[src/rtl/cdc_handshake_tx_if.sv]
`default_nettype none
// ============================================================================
//  Module      : cdc_handshake_tx_if
//  Description : Bus bundle for the transmit end of a toggle req/ack CDC.
//                Carries the local send handshake (send_valid/send_data/
//                send_ready/send_done/busy) and the crossing signals
//                (req_toggle/xfer_data out, ack_toggle in).
//                With CDC_TX_TIMEOUT_EN defined it also carries the sticky
//                timeout_err flag and its err_clr clear input.
//  Modports    : slave  - the transmitter (cdc_handshake_tx)
//                master - the user/environment driving it
//  Revision    : 1.0 - initial release
// ============================================================================
interface cdc_handshake_tx_if #(
    parameter int DATA_W = 8
);
    logic              send_valid;
    logic [DATA_W-1:0] send_data;
    logic              send_ready;
    logic              send_done;
    logic              busy;
    logic              req_toggle;
    logic [DATA_W-1:0] xfer_data;
    logic              ack_toggle;
`ifdef CDC_TX_TIMEOUT_EN
    logic              timeout_err;
    logic              err_clr;
`endif

    modport slave (
        input  send_valid,
        input  send_data,
        output send_ready,
        output send_done,
        output busy,
        output req_toggle,
        output xfer_data,
`ifdef CDC_TX_TIMEOUT_EN
        output timeout_err,
        input  err_clr,
`endif
        input  ack_toggle
    );

    modport master (
        output send_valid,
        output send_data,
        input  send_ready,
        input  send_done,
        input  busy,
        input  req_toggle,
        input  xfer_data,
`ifdef CDC_TX_TIMEOUT_EN
        input  timeout_err,
        output err_clr,
`endif
        output ack_toggle
    );
endinterface
`default_nettype wire

[src/rtl/cdc_handshake_tx.sv]
`default_nettype none
// ============================================================================
//  Module      : cdc_handshake_tx
//  Description : Source-side end of a toggle req/ack clock-domain crossing.
//                A word accepted in the outclk domain is registered onto
//                xfer_data and announced by flipping req_toggle. The block
//                then waits until the synchronized ack_toggle matches
//                req_toggle, pulses send_done and becomes ready again.
//  Ports       : outclk - source clock (all state on posedge)
//                reset  - asynchronous, active-high
//                bus    - cdc_handshake_tx_if.slave (send handshake,
//                         req_toggle/xfer_data, ack_toggle, optional
//                         timeout_err/err_clr)
//  Parameters  : DATA_W         - transferred word width
//                SYNC_STAGES    - ack synchronizer depth (>= 2)
//                TIMEOUT_CYCLES - ack wait limit (CDC_TX_TIMEOUT_EN only)
//  Options     : CDC_TX_TIMEOUT_EN - adds the WAIT_ACK cycle counter and the
//                sticky timeout_err flag with its err_clr clear
//  Revision    : 1.0 - initial release
// ============================================================================
module cdc_handshake_tx #(
    parameter int DATA_W         = 8,
`ifdef CDC_TX_TIMEOUT_EN
    parameter int TIMEOUT_CYCLES = 1024,
`endif
    parameter int SYNC_STAGES    = 2
) (
    input wire                  outclk,
    input wire                  reset,
    cdc_handshake_tx_if.slave   bus
);

    // ------------------------------------------------------------------
    // State encoding
    // ------------------------------------------------------------------
    localparam logic [0:0] S_IDLE     = 1'b0;
    localparam logic [0:0] S_WAIT_ACK = 1'b1;

    logic [0:0]             r_state;
    logic [0:0]             w_state_nxt;

    logic                   r_ready;
    logic                   r_done;
    logic                   r_busy;
    logic                   r_req;
    logic [DATA_W-1:0]      r_xfer_data;
    logic [SYNC_STAGES-1:0] r_ack_sync;

    logic                   w_ack_sync;
    logic                   w_accept;
    logic                   w_ack_match;
    logic                   w_ready_nxt;
    logic                   w_done_nxt;
    logic                   w_busy_nxt;

    // ------------------------------------------------------------------
    // ack_toggle synchronizer. Bit 0 is the only flop that sees the raw
    // asynchronous level; everything downstream uses the last stage.
    // ------------------------------------------------------------------
    always_ff @(posedge outclk or posedge reset) begin
        if (reset) begin
            r_ack_sync <= '0;
        end else begin
            r_ack_sync <= {r_ack_sync[SYNC_STAGES-2:0], bus.ack_toggle};
        end
    end

    assign w_ack_sync = r_ack_sync[SYNC_STAGES-1];

    // ------------------------------------------------------------------
    // FSM: state register
    // ------------------------------------------------------------------
    always_ff @(posedge outclk or posedge reset) begin
        if (reset) begin
            r_state <= S_IDLE;
        end else begin
            r_state <= w_state_nxt;
        end
    end

    // Accept requires the registered ready, so the first cycle after reset
    // (ready still low) can never accept a word.
    assign w_accept    = (r_state == S_IDLE) && bus.send_valid && r_ready;
    // req_toggle already holds the new level in the first WAIT_ACK cycle, so
    // a match means the destination has echoed the current request.
    assign w_ack_match = (w_ack_sync == r_req);

    // ------------------------------------------------------------------
    // FSM: next-state logic
    // ------------------------------------------------------------------
    always_comb begin
        w_state_nxt = r_state;
        case (r_state)
            S_IDLE: begin
                if (w_accept) begin
                    w_state_nxt = S_WAIT_ACK;
                end
            end
            S_WAIT_ACK: begin
                if (w_ack_match) begin
                    w_state_nxt = S_IDLE;
                end
            end
            default: w_state_nxt = S_IDLE;
        endcase
    end

    // ------------------------------------------------------------------
    // FSM: output logic (next values of the registered status outputs)
    // ------------------------------------------------------------------
    always_comb begin
        w_ready_nxt = 1'b0;
        w_done_nxt  = 1'b0;
        w_busy_nxt  = 1'b0;
        case (r_state)
            S_IDLE: begin
                w_ready_nxt = !w_accept;
                w_busy_nxt  = w_accept;
            end
            S_WAIT_ACK: begin
                w_ready_nxt = w_ack_match;
                w_done_nxt  = w_ack_match;
                w_busy_nxt  = !w_ack_match;
            end
            default: begin
                w_ready_nxt = 1'b0;
                w_done_nxt  = 1'b0;
                w_busy_nxt  = 1'b0;
            end
        endcase
    end

    // ------------------------------------------------------------------
    // Registered outputs and crossing datapath
    // ------------------------------------------------------------------
    always_ff @(posedge outclk or posedge reset) begin
        if (reset) begin
            r_ready     <= 1'b0;
            r_done      <= 1'b0;
            r_busy      <= 1'b0;
            r_req       <= 1'b0;
            r_xfer_data <= '0;
        end else begin
            r_ready <= w_ready_nxt;
            r_done  <= w_done_nxt;
            r_busy  <= w_busy_nxt;
            // xfer_data and req_toggle move only on an accept edge, which
            // keeps the word stable for the destination while busy.
            if (w_accept) begin
                r_xfer_data <= bus.send_data;
                r_req       <= ~r_req;
            end
        end
    end

    assign bus.send_ready = r_ready;
    assign bus.send_done  = r_done;
    assign bus.busy       = r_busy;
    assign bus.req_toggle = r_req;
    assign bus.xfer_data  = r_xfer_data;

`ifdef CDC_TX_TIMEOUT_EN
    // ------------------------------------------------------------------
    // Ack wait timeout. The counter saturates at TIMEOUT_CYCLES so a long
    // wait cannot wrap; the flag is only reported, the FSM keeps waiting.
    // ------------------------------------------------------------------
    localparam int CNT_W = $clog2(TIMEOUT_CYCLES + 1);
    localparam logic [CNT_W-1:0] c_TMO_LAST = CNT_W'(TIMEOUT_CYCLES - 1);
    localparam logic [CNT_W-1:0] c_TMO_MAX  = CNT_W'(TIMEOUT_CYCLES);

    logic [CNT_W-1:0] r_tmo_cnt;
    logic             r_timeout_err;
    logic             w_tmo_hit;

    // Hit on the WAIT_ACK edge that takes the count to TIMEOUT_CYCLES.
    assign w_tmo_hit = (r_state == S_WAIT_ACK) && (r_tmo_cnt == c_TMO_LAST);

    always_ff @(posedge outclk or posedge reset) begin
        if (reset) begin
            r_tmo_cnt <= '0;
        end else if (w_accept) begin
            r_tmo_cnt <= '0;
        end else if ((r_state == S_WAIT_ACK) && (r_tmo_cnt != c_TMO_MAX)) begin
            r_tmo_cnt <= r_tmo_cnt + 1'b1;
        end
    end

    // Set has priority over a simultaneous clear.
    always_ff @(posedge outclk or posedge reset) begin
        if (reset) begin
            r_timeout_err <= 1'b0;
        end else if (w_tmo_hit) begin
            r_timeout_err <= 1'b1;
        end else if (bus.err_clr) begin
            r_timeout_err <= 1'b0;
        end
    end

    assign bus.timeout_err = r_timeout_err;
`endif

endmodule
`default_nettype wire

[src/flat_wrapper.sv]
// flat-port wrapper written by rule: the top's interface ports become plain ports
module cdc_handshake_tx_flat 
#(
    parameter int DATA_W         = 8,

    parameter int SYNC_STAGES    = 2
)
  (outclk, reset, bus_send_valid, bus_send_data, bus_send_ready, bus_send_done, bus_busy, bus_req_toggle, bus_xfer_data, bus_ack_toggle);
  cdc_handshake_tx_if #(.DATA_W(DATA_W)) bus_i ();
  input wire outclk;
  input wire reset;
  input wire logic [$bits(bus_i.send_valid)-1:0] bus_send_valid;
  input wire logic [$bits(bus_i.send_data)-1:0] bus_send_data;
  output wire logic [$bits(bus_i.send_ready)-1:0] bus_send_ready;
  output wire logic [$bits(bus_i.send_done)-1:0] bus_send_done;
  output wire logic [$bits(bus_i.busy)-1:0] bus_busy;
  output wire logic [$bits(bus_i.req_toggle)-1:0] bus_req_toggle;
  output wire logic [$bits(bus_i.xfer_data)-1:0] bus_xfer_data;
  input wire logic [$bits(bus_i.ack_toggle)-1:0] bus_ack_toggle;
  assign bus_i.send_valid = bus_send_valid;
  assign bus_i.send_data = bus_send_data;
  assign bus_send_ready = bus_i.send_ready;
  assign bus_send_done = bus_i.send_done;
  assign bus_busy = bus_i.busy;
  assign bus_req_toggle = bus_i.req_toggle;
  assign bus_xfer_data = bus_i.xfer_data;
  assign bus_i.ack_toggle = bus_ack_toggle;
  cdc_handshake_tx #(.DATA_W(DATA_W), .SYNC_STAGES(SYNC_STAGES)) u_core (.outclk(outclk), .reset(reset), .bus(bus_i));
endmodule
[config.mk]
export PLATFORM = sky130hd
export DESIGN_NAME = cdc_handshake_tx_flat
export DESIGN_NICKNAME = d
export VERILOG_FILES = /design/src/rtl/cdc_handshake_tx_if.sv /design/src/rtl/cdc_handshake_tx.sv /design/src/flat_wrapper.sv
export SDC_FILE = /design/constraint.sdc
export NUM_CORES = 1
export LEC_CHECK = 0
export ABC_AREA = 1
export CORE_AREA = 3 3 42 44
export DETAILED_ROUTE_END_ITERATION = 16
export DIE_AREA = 0 0 45 47
export PLACE_DENSITY = 0.78
export SLEW_MARGIN = 20
export SYNTH_ARGS = -nofsm -noshare
export SYNTH_HDL_FRONTEND = slang
export SYNTH_SLANG_ARGS = --single-unit
[constraint.sdc]
create_clock -name outclk -period 0.95 [get_ports outclk]
set_input_delay 0.095 -clock outclk [delete_from_list [all_inputs] [get_ports outclk]]
set_output_delay 0.095 -clock outclk [all_outputs]
set_load 0.01 [all_outputs]
Word level (Yosys, flattened, before mapping)
Cells that the tools add are included.
{"block": "op_classes", "n_eq_ne": 1, "n_mux": 6, "bitwise_logic": 2, "reduce_logical": 4}
{"op": "$pmux W1 S2", "count": 3}
{"op": "$mux W1", "count": 3}
{"op": "$logic_and A1 B1 Y1", "count": 2}
{"op": "$logic_not A1 Y1", "count": 2}
{"op": "$not A1 Y1", "count": 2}
{"op": "$eq A1 B1 Y1", "count": 1}
{"block": "word_totals", "regBits": 15, "input_bits": 12, "out_inout_bits": 12, "wordCells": 20}

Longest topological paths before layout
Gate-level depths: netlist (run 1).
{"block": "logic_depth", "word_depth": 5, "depth_mapped": 4}

Worst setup path before layout (run 1)
No wires, ideal clock.
{"block": "synth_timing", "path_type": "register -> register", "startpoint": "reg, netlist name u_core.bus.busy", "endpoint": "reg u_core.r_req (netlist: u_core.bus.req_toggle)", "setup_ps": 116, "arrival_ps": 803, "setup_slack_ps": 30, "path_stages_with_launch": 5, "synth_period_minus_slack_ps": 920, "cell_sequence": "dfrtp_1 -> inv_2 -> nand3_2 -> nand2_1 -> nand2_1"}
{"element": "to (signal assigned)", "line_no": "cdc_handshake_tx.sv:151", "rtl": "r_req <= ~r_req;"}
{"element": "to (decl)", "line_no": "cdc_handshake_tx.sv:45", "rtl": "logic r_req;"}

Worst setup path in the final report (run 1)
{"block": "layout_timing", "startpoint": "reg u_core.r_busy (netlist: u_core.bus.busy)", "endpoint": "out bus_busy"}
{"element": "from (decl)", "line_no": "cdc_handshake_tx.sv:44", "rtl": "logic r_busy;"}
{"element": "from (signal assigned)", "line_no": "cdc_handshake_tx.sv:146", "rtl": "r_busy <= w_busy_nxt;"}
{"element": "to (decl)", "line_no": "flat_wrapper.sv:16", "rtl": "output wire logic [$bits(bus_i.busy)-1:0] bus_busy;"}
No word-level cell between the ends.

==> results.txt, run 1 <==
The register bit count reported by yosys is 14. The run gives 0.000986 W as the switching power total. The hold violation count in the final report came out at 0. Averaged over all synthesized cells, the footprint is 9.17 um^2. The clock sink total was 14; the total number of yosys warnings was 0. On the worst path, the slowest cell contributes a delay of 430 ps. The via count of the first global-routing pass is 441, and the logic gate share of total power is 47.5%. The number of standard cells after synthesis was 58. The logs give 1280 um for the final wirelength and 2 for the maximum clock path buffer count. For this design the ratio of total power to cell area is 3060 nW/um^2. The run gives 0.00166 W as the internal power.

Count of pins on the block boundary: 24. The slowest stage cell on the critical path was dfrtp_1. The tools report the critical path launch point type as a flip-flop. Counting the buffers created by CTS gives 3. Measured on the finished design, the core utilization comes to 58.7%.

For this run, the post-layout net count is 107. Clock-pin slew was measured on the worst setup and hold paths at 80 ps. The cell sitting at the root of the clock tree is a clkbuf_4. VDD sags by at most 1320 uV.

The run gives 0 as the final antenna diode count. Summed over all failing endpoints, the final setup total negative slack is 0 ps. The synthesized design spends more area on one cell type than any other, namely dfrtp_1.

Sequential cells account for 37.0% of the total power. The tools report the number of hold buffers added after CTS as 0. The mapped cell area is 532 um^2.

The number of nets in the synthesized netlist is 70. The remaining design rule violation count was 0; the initial core utilization was 36.1%. The category of the most critical setup path is flip-flop to output port. The width of the die was 45 um; the routed via count was 491. Of the total power, the clock network draws 15.5%.

Using the TritonRoute via totals, the vias-per-cell ratio works out to 4.46. The signal on the critical path passes through buf_2. Measured against its own limit, the worst slew margin works out to 82.4%.

The max-slew violation count came out at 0. Worst-skew pair later-pin latency: 270 ps. The logs give 0.700 for the final weighted congestion in routability-driven placement and 0 for the remaining global-route overflow. Of the total power, the share spent switching nets is 37.3%. After layout, the minimum clock period comes to 945 ps.

The total non-filler cell area in the finished layout was 863 um^2. On the final layout, the worst clock skew is 1.53 ps. From bottom edge to top edge, the die measures 47 um. Setup violations remaining at the end of the flow were counted as 0.

The deepest level of the CTS H-tree was 1; the biggest fanout along the worst timing path was 3. The family with the most delay on the worst path is flip-flops. The worst setup path is captured at an output port. The initialized floorplan defines 14 standard-cell rows.

The area share of the leading cell type in the synthesized netlist works out to 65.9%. The run finished with clean final reports. Data on the critical path is required at its endpoint by 850 ps. The initial antenna violation count came out at 0. The fmax is 1.06 GHz. The core region is 1470 um^2.

The tools report the reported leakage power as 0.474 nW. Compared with the post-synthesis result, the final layout area differs by 62.4%. By area the synthesized netlist is led by dfrtp_1 (66%), nand2_1 (25%), inv_1 (2.8%), nor2_4 (2.1%), nand3_1 (1.9%).

In this run, the number of DRC markers left after iteration 0 of detailed routing was 14. Global routing consumed, over all layers together, 11.7% of the routing resources. Largest net degree at the start of global routing: 15. The run gives 7 as the count of cell types in the netlist.

The tools report the post-place instance area as 812 um^2. The post-synthesis sequential area ratio is 65.9%, and the buffer and inverter count on the worst path is 1. The wire length per cell after detailed routing came out at 11.7 um. Setup repair after global routing could not meet its margin everywhere. The tools report the count of max-cap constraint violations as 0. TritonCTS built the clock tree. The first global-routing pass estimated 1800 um of wire.

The slew at the pin with the worst max-slew slack came out at 264 ps. The share of layout cells above drive strength 1 works out to 33.0%. The type of the tightest min-delay check is input pin to async pin. The final clock period utilization by the worst path is 99.5%, and the detailed placement HPWL is 816 um. Area enclosed by the die boundary: 2120 um^2.

The design draws 0.00264 W. Once detail routing completed, the nets flagged for antenna violations numbered 0. The count of buffers inserted at the top-level ports was 23. The logs give 2 for the first-pass iteration count of the detailed router and 850 ps for the critical path data arrival time.
## layout make-up
cell class                 instances  area [um^2]
fill                             143          608
sequential                        14          350
timing repair buffer              30          234
multi-input combinational         41          204
clock buffer                       4         36.3
tap                               16         20.0
inverter                           5         18.8
## repair_timing
item / CTS / global route
pin swaps: 1 / 5
endpoints found under the setup margin: 21 / 13
setup buffers: 2 / 1
gates cloned: 1 / 1
resized for setup: 50 / 7
## cell usage after synthesis, drive strengths merged
cell / number
nand2: 35
dfrtp: 14
inv: 5
nand3: 3
nor2: 1
## power groups by stage
stage                     registers, W  clock network [W]  logic, W
final                         0.000978           0.000409   0.00126
after global routing           0.00101           0.000448   0.00139
after CTS                     0.000969           0.000422   0.00112
after detailed placement      0.000991                  0   0.00123
after global placement        0.000976                  0   0.00120
after floorplan                0.00113                  0  0.000364
## sequential cells by signal (all words and copies together), names as in the netlist
register,flops
u_core.bus.send_ready,1
u_core.bus.req_toggle,1
u_core.r_ack_sync,2
u_core.bus.send_done,1
u_core.bus.xfer_data,8
u_core.bus.busy,1
## kinds of logic (layout without fill, tap and decap cells)
family,after synthesis,after routing,synth area share [%]
buf+inv,5,39,3.53
flops,14,14,65.9
simple gates,39,41,30.6
## placed cells by master (no fill, tap or decap)
master	n
inv_2	2
clkbuf_4	3
nand2_4	1
clkdlybuf4s50_1	11
dfrtp_1	14
buf_4	4
nand3_2	2
nand2_1	34
nor2_4	2
buf_2	12
nand3_4	1
buf_6	3
nand3_1	1
inv_1	3
clkbuf_8	1
## metal layers
metal	vias to the layer above	part of all wire [%]	track usage, %
met5	-	0	0
met4	0	0	3.51
met3	0	8.9	3.83
met2	17	53	19.2
met1	226	38	14.8
li1	248	-	-
## through the flow
step	cells	hold WS [ps]	worst slack [ps]
detailed placement	101	336	-166
floorplan	58	-15.8	30.5
global placement	101	334	-139
finish	110	110	4.73
global route	110	129	-36.3
CTS	108	110	4.83
## path summary, 6_finish.rpt
path / start / endpoint / slack, ps / depth (start not counted)
min in group outclk: bus_ack_toggle / u_core.r_ack_sync[0] / 260 / 1
max in group asynchronous: reset / u_core.bus.busy / 680 / 3
worst min register to register: u_core.r_ack_sync[0] / u_core.r_ack_sync[1] / 360 / 0
worst max register to register: u_core.bus.busy / u_core.bus.xfer_data[1] / 20 / 4
worst max-delay path: u_core.bus.busy / bus_busy / 5 / 1
worst min-delay path: reset / u_core.bus.xfer_data[4] / 110 / 3
Power figures use the tool's default switching activity.
==> run 2, diff against run 1 <==
--- a/config.mk
+++ b/config.mk
@@ -5,11 +5,11 @@
 export SDC_FILE = /design/constraint.sdc
 export NUM_CORES = 1
 export LEC_CHECK = 0
-export ABC_AREA = 1
+export ABC_AREA = 0
 export CORE_AREA = 3 3 42 44
 export DETAILED_ROUTE_END_ITERATION = 16
 export DIE_AREA = 0 0 45 47
-export PLACE_DENSITY = 0.78
+export PLACE_DENSITY = 0.79
 export SLEW_MARGIN = 20
 export SYNTH_ARGS = -nofsm -noshare
 export SYNTH_HDL_FRONTEND = slang
==> results.txt, run 2 <==
The logs give 549 um^2 for the mapped cell area and 15 for the largest net degree at the start of global routing. The most used flip-flop cell after synthesis is dfrtp_1. From bottom edge to top edge, the die measures 47 um. Data arrives at the worst endpoint at 1240 ps. For this run, global-route usage on met2 was measured as 17.5%. The cell accounting for the most synthesized area is dfrtp_1. The synthesized design contains 14 register bits. For this design the ratio of total power to cell area is 3280 nW/um^2. The worst setup path is captured at a flip-flop. Net count after synthesis: 43. The tightest slew margin relative to the limit is 77.9%, and the shortest period the worst path allows is 1070 ps. The clock share of power is 14.3%.

After routing, the total negative slack on setup checks comes to -1080 ps. The hold violation count in the final report was 0; the total number of yosys warnings was 0. Internal power: 0.00208 W. The library cell used most frequently in the layout, excluding fill and tap cells, is dfrtp_1. The worst-case setup margin in the final layout was -117 ps; the post-synthesis sequential area ratio was 63.8%. Register clock-pin slew on the reported worst setup and hold paths: 80 ps.

The flow ran to the end, but the final reports show violations. Global routing consumed, on the met3 layer, 3.45% of the routing resources. The buffer and inverter count on the worst path is 1. In the global route stage, met1 resource usage came out at 15.0%.

The first global-routing pass estimated 1730 um of wire. The final wirelength was 1080 um; the area share of the leading cell type in the synthesized netlist was 63.8%. After synthesis, the most frequently instantiated cells are dfrtp_1 (14), mux2_4 (8), a21oi_1 (2), xnor2_1 (2). CTS saw 14 sinks. Number of flops mapped to enable cells by yosys: 0.

Sorting the synthesized cells by area gives the leading types as dfrtp_1 (64%), mux2_4 (22%), nand3b_4 (3.6%), xnor2_1 (3.2%), buf_6 (2.1%). Combinational cells account for 52.2% of the total power. Relative to the synthesized area, the layout overhead comes to 65.1%. For the footprint of the flip-flops and latches, the log shows 350 um^2.

At the worst endpoint, the required time is 1120 ps. The critical path goes through buf_6 > nand3b_4 > mux2_4. The final layout contains 83 nets. Counting the fill cells in the layout gives 125. Initial antenna violation count: 0. For this design the top-level I/O count stands at 24.

A synthesized cell averages 17.7 um^2. The slowest stage cell on the critical path was dfrtp_1. The detailed router placed 381 vias in this run. The remaining design rule violation count came out at 0. In the final layout, the multi-input gates occupy 223 um^2.

Across the VDD grid, the largest voltage drop is 1360 uV. STA classifies the critical path startpoint as a flip-flop. Busiest layer in global routing: met2. The final reports fail on setup timing.

Dividing the detail-routed wire length by the instance count gives 12.5 um. The share of layout cells above drive strength 1 was 60.0%. For this run, the slowest stage of the critical path takes 390 ps.

No sink is reached through more buffers than the 2 on the longest clock path. The tools report the sequential share of power as 33.5%. Setup repair after global routing could not meet its margin everywhere. The max-slew violation count was 0. Setup violations remaining at the end of the flow were counted as 12. Prior to clock tree synthesis, the placed netlist has a worst setup slack of -352 ps.

Of the total power, the share spent switching nets is 30.3%. The logs give 0 for the initial DRC count and 37.3% for the initial core utilization. The most repeated cell in the gate-level netlist after synthesis is dfrtp_1. The later pin in the worst-skew pair is clocked with a latency of 280 ps. For this run, the number of standard cells in the final layout without fillers is 86.

For this run, asynchronously set or reset flops after synthesis account for 100%. For the fmax, the log shows 0.937 GHz. The worst setup path is of the flip-flop to flip-flop kind. The number of clock buffers added by TritonCTS is 3.

Reported leakage power: 0.483 nW. The register with the most flip-flops in the layout has 8 of them. Count of max-cap constraint violations: 0. TritonCTS built the clock tree. The width of the die came out at 45 um. In this run, distinct cell masters in the synthesized netlist total 9.

The detailed placement HPWL was 733 um. The completed layout was analyzed and its total power is 0.00298 W. The core box area was 1470 um^2; the area enclosed by the die boundary was 2120 um^2.

The average via count per standard cell was 4.43; the final antenna diode count was 0. Summed over all nets, the switching power comes to 0.000901 W. Including well taps, the total number of placed cells is 77. In the layout the commonest cells are dfrtp_1 (14), buf_2 (12), clkdlybuf4s50_1 (10). Across the routed clock network, the largest skew measured is 4.18 ps.

The logs give 0.657 for the final weighted congestion in routability-driven placement and 14 for the floorplan row count. The global routing usage summed across all routing layers is 12.2%, and the via count of the first global-routing pass is 379. The count of buffers added on input and output ports is 23.

The number of standard cells after synthesis was 31. The final clock period utilization by the worst path came out at 112%. The tools report the first-pass iteration count of the detailed router as 1. The type of the tightest min-delay check is input pin to async pin. For this run the aggregate overflow at the end of global routing stands at 0.

The deepest level of the CTS H-tree came out at 1. For the count of antenna-violating nets left after detailed routing, the log shows 0. The kind of cell with the highest combined delay along the critical path is flip-flops. For the pin with the worst max-slew slack, the measured transition is 330 ps. The cell sitting at the root of the clock tree is a clkbuf_4.

Hold is met by 105 ps. Of all nets on the critical path, the largest fanout is 5.
run 2: final timing paths:
kind / from / to / slack [ps] / cells past startpoint
worst max-delay path: u_core.bus.send_ready / u_core.bus.xfer_data[7] / -120 / 3
worst min-delay path: reset / u_core.bus.xfer_data[0] / 100 / 3
worst max register to register: u_core.bus.send_ready / u_core.bus.xfer_data[7] / -120 / 3
worst min register to register: u_core.r_ack_sync[0] / u_core.r_ack_sync[1] / 350 / 0
max in group asynchronous: reset / u_core.bus.busy / 680 / 3
min in group outclk: bus_ack_toggle / u_core.r_ack_sync[0] / 250 / 1
run 2: worst min-delay path, cell delays in order:
cell and delay [ps]:
clkdlybuf4s50_1 400, inv_1 50, buf_4 210
run 2: area by class of cell:
cell class	instances	share of cell area, %
clock buffers	4	4.00
well taps	16	2.21
flip-flops and latches	14	38.6
multi-input cells	16	24.6
repair buffers	35	30.2
inverters	1	0.414
run 2: per-layer routing:
metal | wire (um) | part of all wire (%) | up-vias
met5 | 0 | 0 | -
met4 | 14 | 1.3 | 0
met3 | 71 | 6.6 | 2
met2 | 535 | 50 | 13
met1 | 457 | 42 | 184
li1 | - | - | 182
run 2: power groups by stage:
stage / logic (W) / clock network [W] / registers, W
floorplan: 0.000555 / 0 / 0.00116
global placement: 0.00149 / 0 / 0.00102
detailed placement: 0.00152 / 0 / 0.00102
CTS: 0.00154 / 0.000440 / 0.00100
global route: 0.00166 / 0.000473 / 0.00103
finish: 0.00155 / 0.000425 / 0.000998
run 2: kinds of logic after synthesis:
logic type | after synthesis | share of synthesized area [%]
DFF | 14 | 63.8
buffers and inverters | 2 | 2.73
xor gates and xnor gates | 2 | 3.19
muxes | 8 | 21.9
and+or+nand+nor | 2 | 5.01
AOI/OAI and AO/OA | 3 | 3.42
run 2: what timing repair did:
| action | 4_1_cts | 5_1_grt |
|---|---|---|
| hold buffers | 0 | 0 |
| setup endpoints to repair | 24 | 15 |
| pin swaps | 0 | 0 |
| endpoints found under the hold margin | 0 | 0 |
| gates cloned | 1 | 0 |
| buffers inserted | 4 | 0 |
| gates resized for setup | 53 | 3 |
run 2: stage by stage:
stage	utilization (%)	instance area, um^2
final	61.6	907
after global routing	61.6	907
after CTS	60.7	893
after detailed placement	57.7	848
after global placement	57.7	848
after floorplan	-	549
==> run 3, diff against run 2 <==
==> constraint.sdc (replaced) <==
create_clock -name outclk -period 0.95 [get_ports outclk]
set_input_delay 0.19 -clock outclk [delete_from_list [all_inputs] [get_ports outclk]]
set_output_delay 0.19 -clock outclk [all_outputs]
set_load 0.01 [all_outputs]
==> results.txt, run 3 (synthesized netlist as in run 2, its figures left out) <==
The flow ran to the end, but the final reports show violations. The checks that failed: setup timing. The largest net degree at the start of global routing is 15. In this run the number of cells on the critical path is 3.

Static timing analysis puts the maximum clock frequency at 0.842 GHz. In this run the count of I/O pins placed on the die edge is 24. The run gives 0 as the remaining design rule violation count. At the pin with the least slew margin, the transition time is 252 ps. Category of the most critical setup path: flip-flop to flip-flop. VDD sags by at most 1600 uV. The share of layout cells above drive strength 1 was 60.8%. The wire length per cell after detailed routing came out at 13.7 um. In this run the worst hold path is classified as input pin to async pin. The capture point of the critical path was u_core.bus.xfer_data[3]. Input and output buffers added on the ports amount to 23. For this run, the post-layout net count is 87. The worst setup path is captured at a flip-flop. The number of clock buffers added by TritonCTS is 3. The average via count per standard cell is 4.52. The biggest cell delay along the critical path is 400 ps, and the global routing usage summed across all routing layers is 13.6%.

The final clock period utilization by the worst path was 125%; the first-pass iteration count of the detailed router was 4. The run gives 8.37 ps as the clock skew. TritonCTS built the clock tree. The clock sink total was 14; the routed via count was 407. For the count of max-cap constraint violations, the log shows 0. The worst slack after detailed placement was -462 ps. The library cell used most frequently in the layout, excluding fill and tap cells, is dfrtp_1. The area growth from synthesis to layout is 71.5%.

After layout, the minimum clock period comes to 1190 ps. The cell sitting at the root of the clock tree is a clkbuf_4. Once the floorplan was initialized, standard cells occupied 37.3% of the core. The global-route wire length before repair came out at 1930 um. The slowest stage cell on the critical path was dfrtp_1. For this block, the initial DRC count from the detailed router was 2. The tools report the reported leakage power as 0.496 nW. The worst-skew pair later-pin latency was 270 ps; the maximum clock path buffer count was 2.

For this design the ratio of total power to cell area is 3370 nW/um^2. The deepest level of the CTS H-tree is 1, and the total power consumption of the routed design is 0.00317 W. Global routing finished with a remaining overflow of 0.

Counting cells, the worst reg-to-reg path comes to 3. The worst setup path startpoint is u_core.bus.busy. The buffer and inverter count on the worst path was 1. The core region is 1470 um^2. Vertical die dimension: 47 um. The initial antenna violation count was 0. The die is 45 um wide.

Max-slew violation count: 0. The floorplan row count is 14. For the via count of the first global-routing pass, the log shows 447. The run gives 1110 ps as the required time at the endpoint of the critical path. Hold violation count in the final report: 0. The worst-case setup margin in the final layout came out at -238 ps.

Setup repair after global routing could not meet its margin everywhere. Global routing consumed, on the met2 layer, 24.0% of the routing resources. The final antenna diode count was 0.

Measured against its own limit, the worst slew margin works out to 83.1%. The die covers 2120 um^2. Global routing used 4.21% of the available met3 tracks. The endpoint identified for the worst register-to-register timing path is u_core.bus.xfer_data[3]. Clock-pin slew was measured on the worst setup and hold paths at 90 ps.

Worst reg2reg path startpoint: u_core.bus.busy. The family with the most delay on the worst path is flip-flops. For this block, the routed nets add up to 1230 um of wire. For the critical path data arrival time, the log shows 1340 ps.

STA classifies the critical path startpoint as a flip-flop. Setup slack on the worst reg-to-reg path comes out at -240 ps. The biggest fanout along the worst timing path was 5; the count of antenna-violating nets left after detailed routing was 0. The number of hold buffers added after CTS is 0, and the met1 demand-to-capacity share in global routing is 13.7%.

The tools report the final weighted congestion in routability-driven placement as 0.602. In the layout the commonest cells are dfrtp_1 (14), buf_4 (13), clkdlybuf4s50_1 (11), buf_2 (11), mux2_4 (8). The critical path goes through buf_6 > nand3b_4 > mux2_4. After global routing, the most crowded layer is met2.

The number of flip-flops in the largest register was 8. The final count of negative-setup-slack endpoints came out at 22.
## run 3: worst min path at each step
stage                                    start                       to  slack, ps  cells past startpoint
after floorplan                          reset          u_core.bus.busy         80                      1
after global placement    u_core.r_ack_sync[0]     u_core.r_ack_sync[1]        330                      0
after detailed placement  u_core.r_ack_sync[0]     u_core.r_ack_sync[1]        340                      0
after CTS                                reset  u_core.bus.xfer_data[7]        200                      3
after global routing                     reset          u_core.bus.busy        230                      3
final                                    reset    u_core.bus.req_toggle        200                      3
## run 3: where the power goes
part	leakage (nW)	internal (W)	switching [W]
combinational	0.309	0.00113	0.000628
clock	0.0210	0.000233	0.000185
sequential	0.166	0.000861	0.000138
## run 3: what timing repair did
item                       CTS  global route
cloned                       1             0
setup buffers                8             1
resized for setup           51             5
setup endpoints to repair   24            24
## run 3: per-stage QoR
step	cells	hold slack, ps	utilization (%)	setup TNS (ps)	cell area [um^2]
after global routing	90	226	64.0	-3390	942
after detailed placement	76	337	57.1	-5810	841
final	90	201	64.0	-2580	942
after global placement	76	333	57.1	-5350	841
after floorplan	31	79.2	-	-1660	549
after CTS	89	201	62.6	-2910	921
## run 3: worst min-delay path: stages
cell and delay (ps):
clkdlybuf4s50_1 390, inv_1 50, buf_4 210
## run 3: cell type report
cell class | instances | area [um^2]
Sequential cell | 14 | 350
Timing Repair Buffer | 39 | 308
Tap cell | 16 | 20.0
Inverter | 1 | 3.75
Fill cell | 124 | 529
Clock buffer | 4 | 36.3
Multi-Input combinational cell | 16 | 224
## run 3: per-layer routing
metal  part of all wire (%)  vias up
met3                    6.7        6
met1                     33      192
met4                    3.6        0
met2                     56       17
li1                       -      192
met5                      0        -
